## src/rtl/freelist_pkg.sv

```systemverilog
// Shared sizing defaults and helpers for the physical-register free list.
// Tags are PRW bits wide; PRW is derived from the physical register count.
package freelist_pkg;

  localparam int FL_N          = 3;
  localparam int FL_ARCH_COUNT = 32;
  localparam int FL_PHYS_REGS  = 64;

  // Tag width for a given register count, never narrower than one bit.
  function automatic int fl_tag_width(input int phys_regs);
    return (phys_regs <= 2) ? 1 : $clog2(phys_regs);
  endfunction

endpackage

```

## src/rtl/freelist_psel.sv

```systemverilog
// Multi-pick priority selector: returns N one-hot vectors naming the N lowest
// set bits of 'avail' (pick 0 = lowest), each with a valid flag.
module freelist_psel
  import freelist_pkg::*;
#(
  parameter int WIDTH = FL_PHYS_REGS,
  parameter int N     = FL_N
) (
  input  logic [WIDTH-1:0]        avail,
  output logic [N-1:0][WIDTH-1:0] pick_oh,
  output logic [N-1:0]            pick_valid
);

  logic [WIDTH-1:0] remaining;

  always_comb begin
    // NOTE: every variable written here gets a default first, so no latch is inferred.
    remaining  = avail;
    pick_oh    = '0;
    pick_valid = '0;
    // NOTE: blocking assignments on purpose: each pick must see the bits taken by earlier picks.
    for (int k = 0; k < N; k++) begin
      pick_oh[k]    = remaining & (~remaining + WIDTH'(1));
      pick_valid[k] = |remaining;
      remaining     = remaining & ~pick_oh[k];
    end
  end

endmodule

```

## src/rtl/freelist.sv

```systemverilog
// Physical-register free list: grants up to N free tags per cycle (oldest lane
// first), reclaims retired tags, and rebuilds from the architected map on recovery.
module freelist
  import freelist_pkg::*;
#(
  parameter int N          = FL_N,
  parameter int ARCH_COUNT = FL_ARCH_COUNT,
  parameter int PHYS_REGS  = FL_PHYS_REGS,
  localparam int PRW       = fl_tag_width(PHYS_REGS)
) (
  input  logic                    clock,
  input  logic                    reset,
  input  logic [N-1:0]            alloc_req,
  output logic [N-1:0]            alloc_grant,
  output logic [N-1:0][PRW-1:0]   alloc_tags,
  input  logic [PHYS_REGS-1:0]    free_mask,
  input  logic                    recover_en,
  input  logic [PHYS_REGS-1:0]    arch_used_mask,
  output logic [PRW:0]            free_count,
  output logic                    double_free
);

  localparam logic [PHYS_REGS-1:0] RESET_BITS   = {PHYS_REGS{1'b1}} << ARCH_COUNT;
  localparam logic [PRW:0]         RESET_COUNT  = (PRW+1)'(PHYS_REGS - ARCH_COUNT);
  localparam logic [PHYS_REGS-1:0] NONZERO_MASK = ~(PHYS_REGS'(1));

  logic [PHYS_REGS-1:0]        free_bits_q, free_bits_d;
  logic [PRW:0]                free_count_q, free_count_d;
  logic                        double_free_q, double_free_d;

  logic [N-1:0][PHYS_REGS-1:0] pick_oh;
  logic [N-1:0]                pick_valid;
  logic [N-1:0][PRW-1:0]       pick_tag;
  logic [PHYS_REGS-1:0]        granted_mask;
  int                          rank;

  // PR0 is never set in free_bits, so it can never be picked.
  freelist_psel #(
    .WIDTH (PHYS_REGS),
    .N     (N)
  ) u_psel (
    .avail      (free_bits_q),
    .pick_oh    (pick_oh),
    .pick_valid (pick_valid)
  );

  always_comb begin
    pick_tag = '0;
    for (int k = 0; k < N; k++) begin
      for (int i = 0; i < PHYS_REGS; i++) begin
        if (pick_oh[k][i]) pick_tag[k] = pick_tag[k] | PRW'(i);
      end
    end
  end

  // The r-th requesting lane, counted from the oldest, takes pick r. Picks run
  // out monotonically, so a younger lane is never served past a denied older one.
  always_comb begin
    alloc_grant  = '0;
    alloc_tags   = '0;
    granted_mask = '0;
    rank         = 0;
    for (int w = N - 1; w >= 0; w--) begin
      if (alloc_req[w] && !recover_en && !reset) begin
        for (int k = 0; k < N; k++) begin
          if (k == rank && pick_valid[k]) begin
            alloc_grant[w] = 1'b1;
            alloc_tags[w]  = pick_tag[k];
            granted_mask   = granted_mask | pick_oh[k];
          end
        end
        rank = rank + 1;
      end
    end
  end

  always_comb begin
    if (recover_en) begin
      free_bits_d = ~arch_used_mask;
    end else begin
      free_bits_d = (free_bits_q & ~granted_mask) | free_mask;
    end
    free_bits_d[0] = 1'b0;

    double_free_d = double_free_q | (~recover_en & (|(free_mask & free_bits_q & NONZERO_MASK)));

    // Count is taken from the next state so the registered value tracks free_bits_q.
    free_count_d = '0;
    for (int i = 0; i < PHYS_REGS; i++) begin
      free_count_d = free_count_d + {{PRW{1'b0}}, free_bits_d[i]};
    end
  end

  always_ff @(posedge clock or posedge reset) begin
    // NOTE: non-blocking assignments for all state so every flop samples pre-edge values.
    if (reset) begin
      free_bits_q   <= RESET_BITS;
      free_count_q  <= RESET_COUNT;
      double_free_q <= 1'b0;
    end else begin
      free_bits_q   <= free_bits_d;
      free_count_q  <= free_count_d;
      double_free_q <= double_free_d;
    end
  end

  assign free_count  = free_count_q;
  assign double_free = double_free_q;

endmodule

```

## config.mk

```make
export PLATFORM = sky130hd
export DESIGN_NAME = freelist
export DESIGN_NICKNAME = d
export VERILOG_FILES = /design/src/rtl/freelist_pkg.sv /design/src/rtl/freelist_psel.sv /design/src/rtl/freelist.sv
export SDC_FILE = /design/constraint.sdc
export NUM_CORES = 1
export LEC_CHECK = 0
export CAP_MARGIN = 20
export CORE_AREA = 4 4 188 281
export CTS_CLUSTER_DIAMETER = 50
export DETAILED_ROUTE_END_ITERATION = 10
export DIE_AREA = 0 0 192 285
export PLACE_DENSITY = 0.55
export SYNTH_ARGS = -nofsm -noshare
export SYNTH_HDL_FRONTEND = slang
export SYNTH_SLANG_ARGS = --single-unit
```

## constraint.sdc

```tcl
create_clock -name clock -period 10.4 [get_ports clock]
set_input_delay 2.08 -clock clock [delete_from_list [all_inputs] [get_ports clock]]
set_output_delay 2.08 -clock clock [all_outputs]
set_load 0.03 [all_outputs]
```

==> flow_metrics.env <==
export IMPL_r2r_end="free_count[6]$_DFF_PP0_"
export IMPL_clk_path_buf_depth=2
export IMPL_rr_worst_depth=44
export IMPL_clk_latency_ns=0.36
export IMPL_r2r_start="free_bits_q[3]$_DFF_PP0_"
export IMPL_muxShareOfSynthArea=0.01104
export IMPL_root_buffer="clkbuf_16"
export IMPL_area_growth_pct=65.86
export IMPL_synth_xor_area_share=0.009133
export IMPL_synthAdderAreaFrac=0.1079
export IMPL_drt_pass1_iterations=5
export IMPL_cpMostUsedCell="buf_4"
export IMPL_fin_crit_ns=10.65
export IMPL_worstHoldEndpoint="double_free$_DFF_PP0_"
export IMPL_instances_no_fill=3194
export IMPL_place_inst=3153
export IMPL_critPathKind="reg -> reg"
export IMPL_ys_warn_count=0
export IMPL_cap_viol_max_count=0
export IMPL_multi_input_area_um2=10320
export IMPL_yosysTopAreaCell="fa_1"
export IMPL_cts_tree="done"
export IMPL_setup_violations=5
export IMPL_max_stage_delay_ns=0.62
export IMPL_rows=101
export IMPL_yosysTopAreaCellShare=0.08511
export IMPL_worstPathArrival_ns=10.90
export IMPL_synthSimpleGateAreaFrac=0.3639
export IMPL_start_util=0.2473
export IMPL_synth_nets=1981
export IMPL_hp_class="reg -> reg"
export IMPL_required_ns=10.65
export IMPL_detailed_place_area_um2=19580
export IMPL_path_max_fanout=8
export IMPL_synth_most_common_cell="nand2_1"
export IMPL_layout_nets=2723
export IMPL_overflow=0
export IMPL_maxSlewViolCount=0
export IMPL_period_share=1.024
export IMPL_hold_buffers=0
export IMPL_clkTransAtPathRegs_ns=0.07
export IMPL_wl_um=103300
export IMPL_wl_per_cell_um=32.34
export IMPL_irDropWorstVdd_uv=2614
export IMPL_h_tree_depth=3
export IMPL_die_area_um2=54720
export IMPL_fin_area_um2=20680
export IMPL_power_total_mw=5.386
export IMPL_yosys_top_cells_count="nand2_1, nor2_1, inv_1, o21ai_0, clkbuf_1"
export IMPL_synth_area_leaders="fa_1, dfrtp_1, dfstp_2"
export IMPL_seq_area_frac_synth=0.1458
export IMPL_violations="negative setup slack"
export IMPL_synth_avg_cell_area_um2=7.016
export IMPL_seq_area_um2=1826
export IMPL_synth_cell_types=101
export IMPL_final_layout_size_suffix_gt1_frac=0.3586
export IMPL_synthArstFlopShare=1.000
export IMPL_status="finished with violations"
export IMPL_numClockSinks=71
export IMPL_num_vias=18440
export IMPL_max_freq_mhz=93.88
export IMPL_synth_top_family_by_area="simple AND/OR/NAND/NOR gates"
export IMPL_hold_path_cell_count=1
export IMPL_synth_compound_area_frac=0.2909
export IMPL_start_kind="flip-flop"
export IMPL_synth_edf_count=0
export IMPL_finalHoldViolCount=0
export IMPL_n_fill_cell=5326
export IMPL_drc=0
export IMPL_worst_setup_path_end_kind="flip-flop"
export IMPL_ant_nets=0
export IMPL_dpl_hpwl_um=90380
export IMPL_port_buffers=160
export IMPL_grt_pass1_vias=18460
export IMPL_r2r_slack_ns=-0.25
export IMPL_p_leak_nw=8.765
export IMPL_grt_pass1_wl_um=141800
export IMPL_power_density_nw_per_um2=260.5
export IMPL_worst_pin_slew_ns=1.133
export IMPL_rsz0062_at_grt="true"
export IMPL_whs_ns=0.5357
export IMPL_io_pins=163
export IMPL_syn_area_um2=12470
export IMPL_postSynthCellCount=1777
export IMPL_skew_ns=0.009953
export IMPL_gp_congestion=0.9873
export IMPL_die_y_um=285
export IMPL_setup_ws_ns=-0.2524
export IMPL_die_w_um=192
export IMPL_synth_main_ff_cell="dfrtp_1"
export IMPL_grt_antenna_before_repair=2
export IMPL_avgViaCountPerCell=5.774
export IMPL_slowest_stage="fa_2"
export IMPL_core_area_um2=50420
export IMPL_cts_made_buffers=9
export IMPL_synth_seq_cells=71
export IMPL_grt_max_degree=75
export IMPL_dr_first_iter_drc_count=1534
export IMPL_min_delay_start="double_free$_DFF_PP0_"
export IMPL_slew_headroom=0.2366
export IMPL_grt_usage=0.3681
-- worst max-delay path: cells and delay by family (launching register included) --
family / cells / cell delay [ns]
AO/OA/AOI/OAI: 7 / 1.66
flip-flops: 1 / 0.50
AND/OR/NAND/NOR: 12 / 1.90
adder cells (fa/ha/maj): 10 / 4.66
buffers and inverters: 15 / 1.79
-- placed cells by master (no fill, tap or decap), types with 48 or more instances in the layout --
master,n
clkdlybuf4s50_1,159
nor2_1,148
nand2_1,216
nor4_1,48
nor3_1,82
o21ai_0,100
inv_1,105
a21oi_1,82
nand3_1,80
buf_4,662
-- power by group --
group / total [mW] / internal (mW) / switching [mW] / leakage [nW]
registers: 0.427 / 0.393 / 0.0347 / 0.754
logic: 4.60 / 2.39 / 2.21 / 7.86
clock network: 0.355 / 0.212 / 0.143 / 0.149
-- worst max-delay path by stage --
| stage | from | end | slack [ns] | depth (start not counted) |
|---|---|---|---|---|
| 2_1_floorplan | free_bits_q[24]$_DFF_PP0_ | free_count[6]$_DFF_PP0_ | 0.02 | 42 |
| 3_3_place_gp | free_bits_q[3]$_DFF_PP0_ | free_count[6]$_DFF_PP0_ | -0.90 | 40 |
| 3_5_place_dp | free_bits_q[3]$_DFF_PP0_ | free_count[6]$_DFF_PP0_ | -0.91 | 41 |
| 4_1_cts | free_bits_q[22]$_DFF_PP0_ | free_count[6]$_DFF_PP0_ | -0.17 | 37 |
| 5_1_grt | free_bits_q[6]$_DFF_PP0_ | free_count[6]$_DFF_PP0_ | -0.52 | 43 |
| 6_report | free_bits_q[3]$_DFF_PP0_ | free_count[6]$_DFF_PP0_ | -0.25 | 44 |
-- cell families (layout without fill, tap and decap cells) --
logic type,after synthesis,after routing
AOI/OAI and AO/OA,520,520
xor gates and xnor gates,13,13
adders and majority gates,77,77
buffers and inverters,228,975
DFF,71,71
muxes,13,13
other,0,1
and+or+nand+nor,855,855
-- metal layers --
layer,share of wire,track usage,up-vias
li1,-,-,8184
met2,0.46,0.5970,930
met1,0.40,0.4622,9114
met4,0.075,0.2117,2
met5,0.00013,0,-
met3,0.066,0.05523,213
-- per-stage QoR --
stage / utilization / TNS [ns] / setup slack (ns)
after CTS: 0.4052 / -0.4141 / -0.1739
final: 0.4101 / -1.020 / -0.2524
after global placement: 0.3881 / -4.392 / -0.8994
after global routing: 0.4100 / -2.275 / -0.5220
after floorplan: - / 0 / 0.01943
after detailed placement: 0.3882 / -4.543 / -0.9146
-- cell type report --
cell class              instances  share of cell area
clock buffers                  10             0.01107
multi-input cells            1478              0.4993
flip-flops and latches         71             0.08829
diodes                          1           0.0001210
clock inverters                 6            0.004478
inverters                     116             0.02106
repair buffers                843              0.3352
well taps                     669             0.04048
-- state kept, by name (all words and copies together), names as in the netlist --
name and count:
free_bits_q 63, free_count 7, double_free 1
-- what timing repair did --
action                     4_1_cts  5_1_grt
setup buffers                   15        9
gates resized for setup        108       33
setup endpoints to repair        7        7
pin swaps                       41       11
Power figures use the tool's default switching activity.
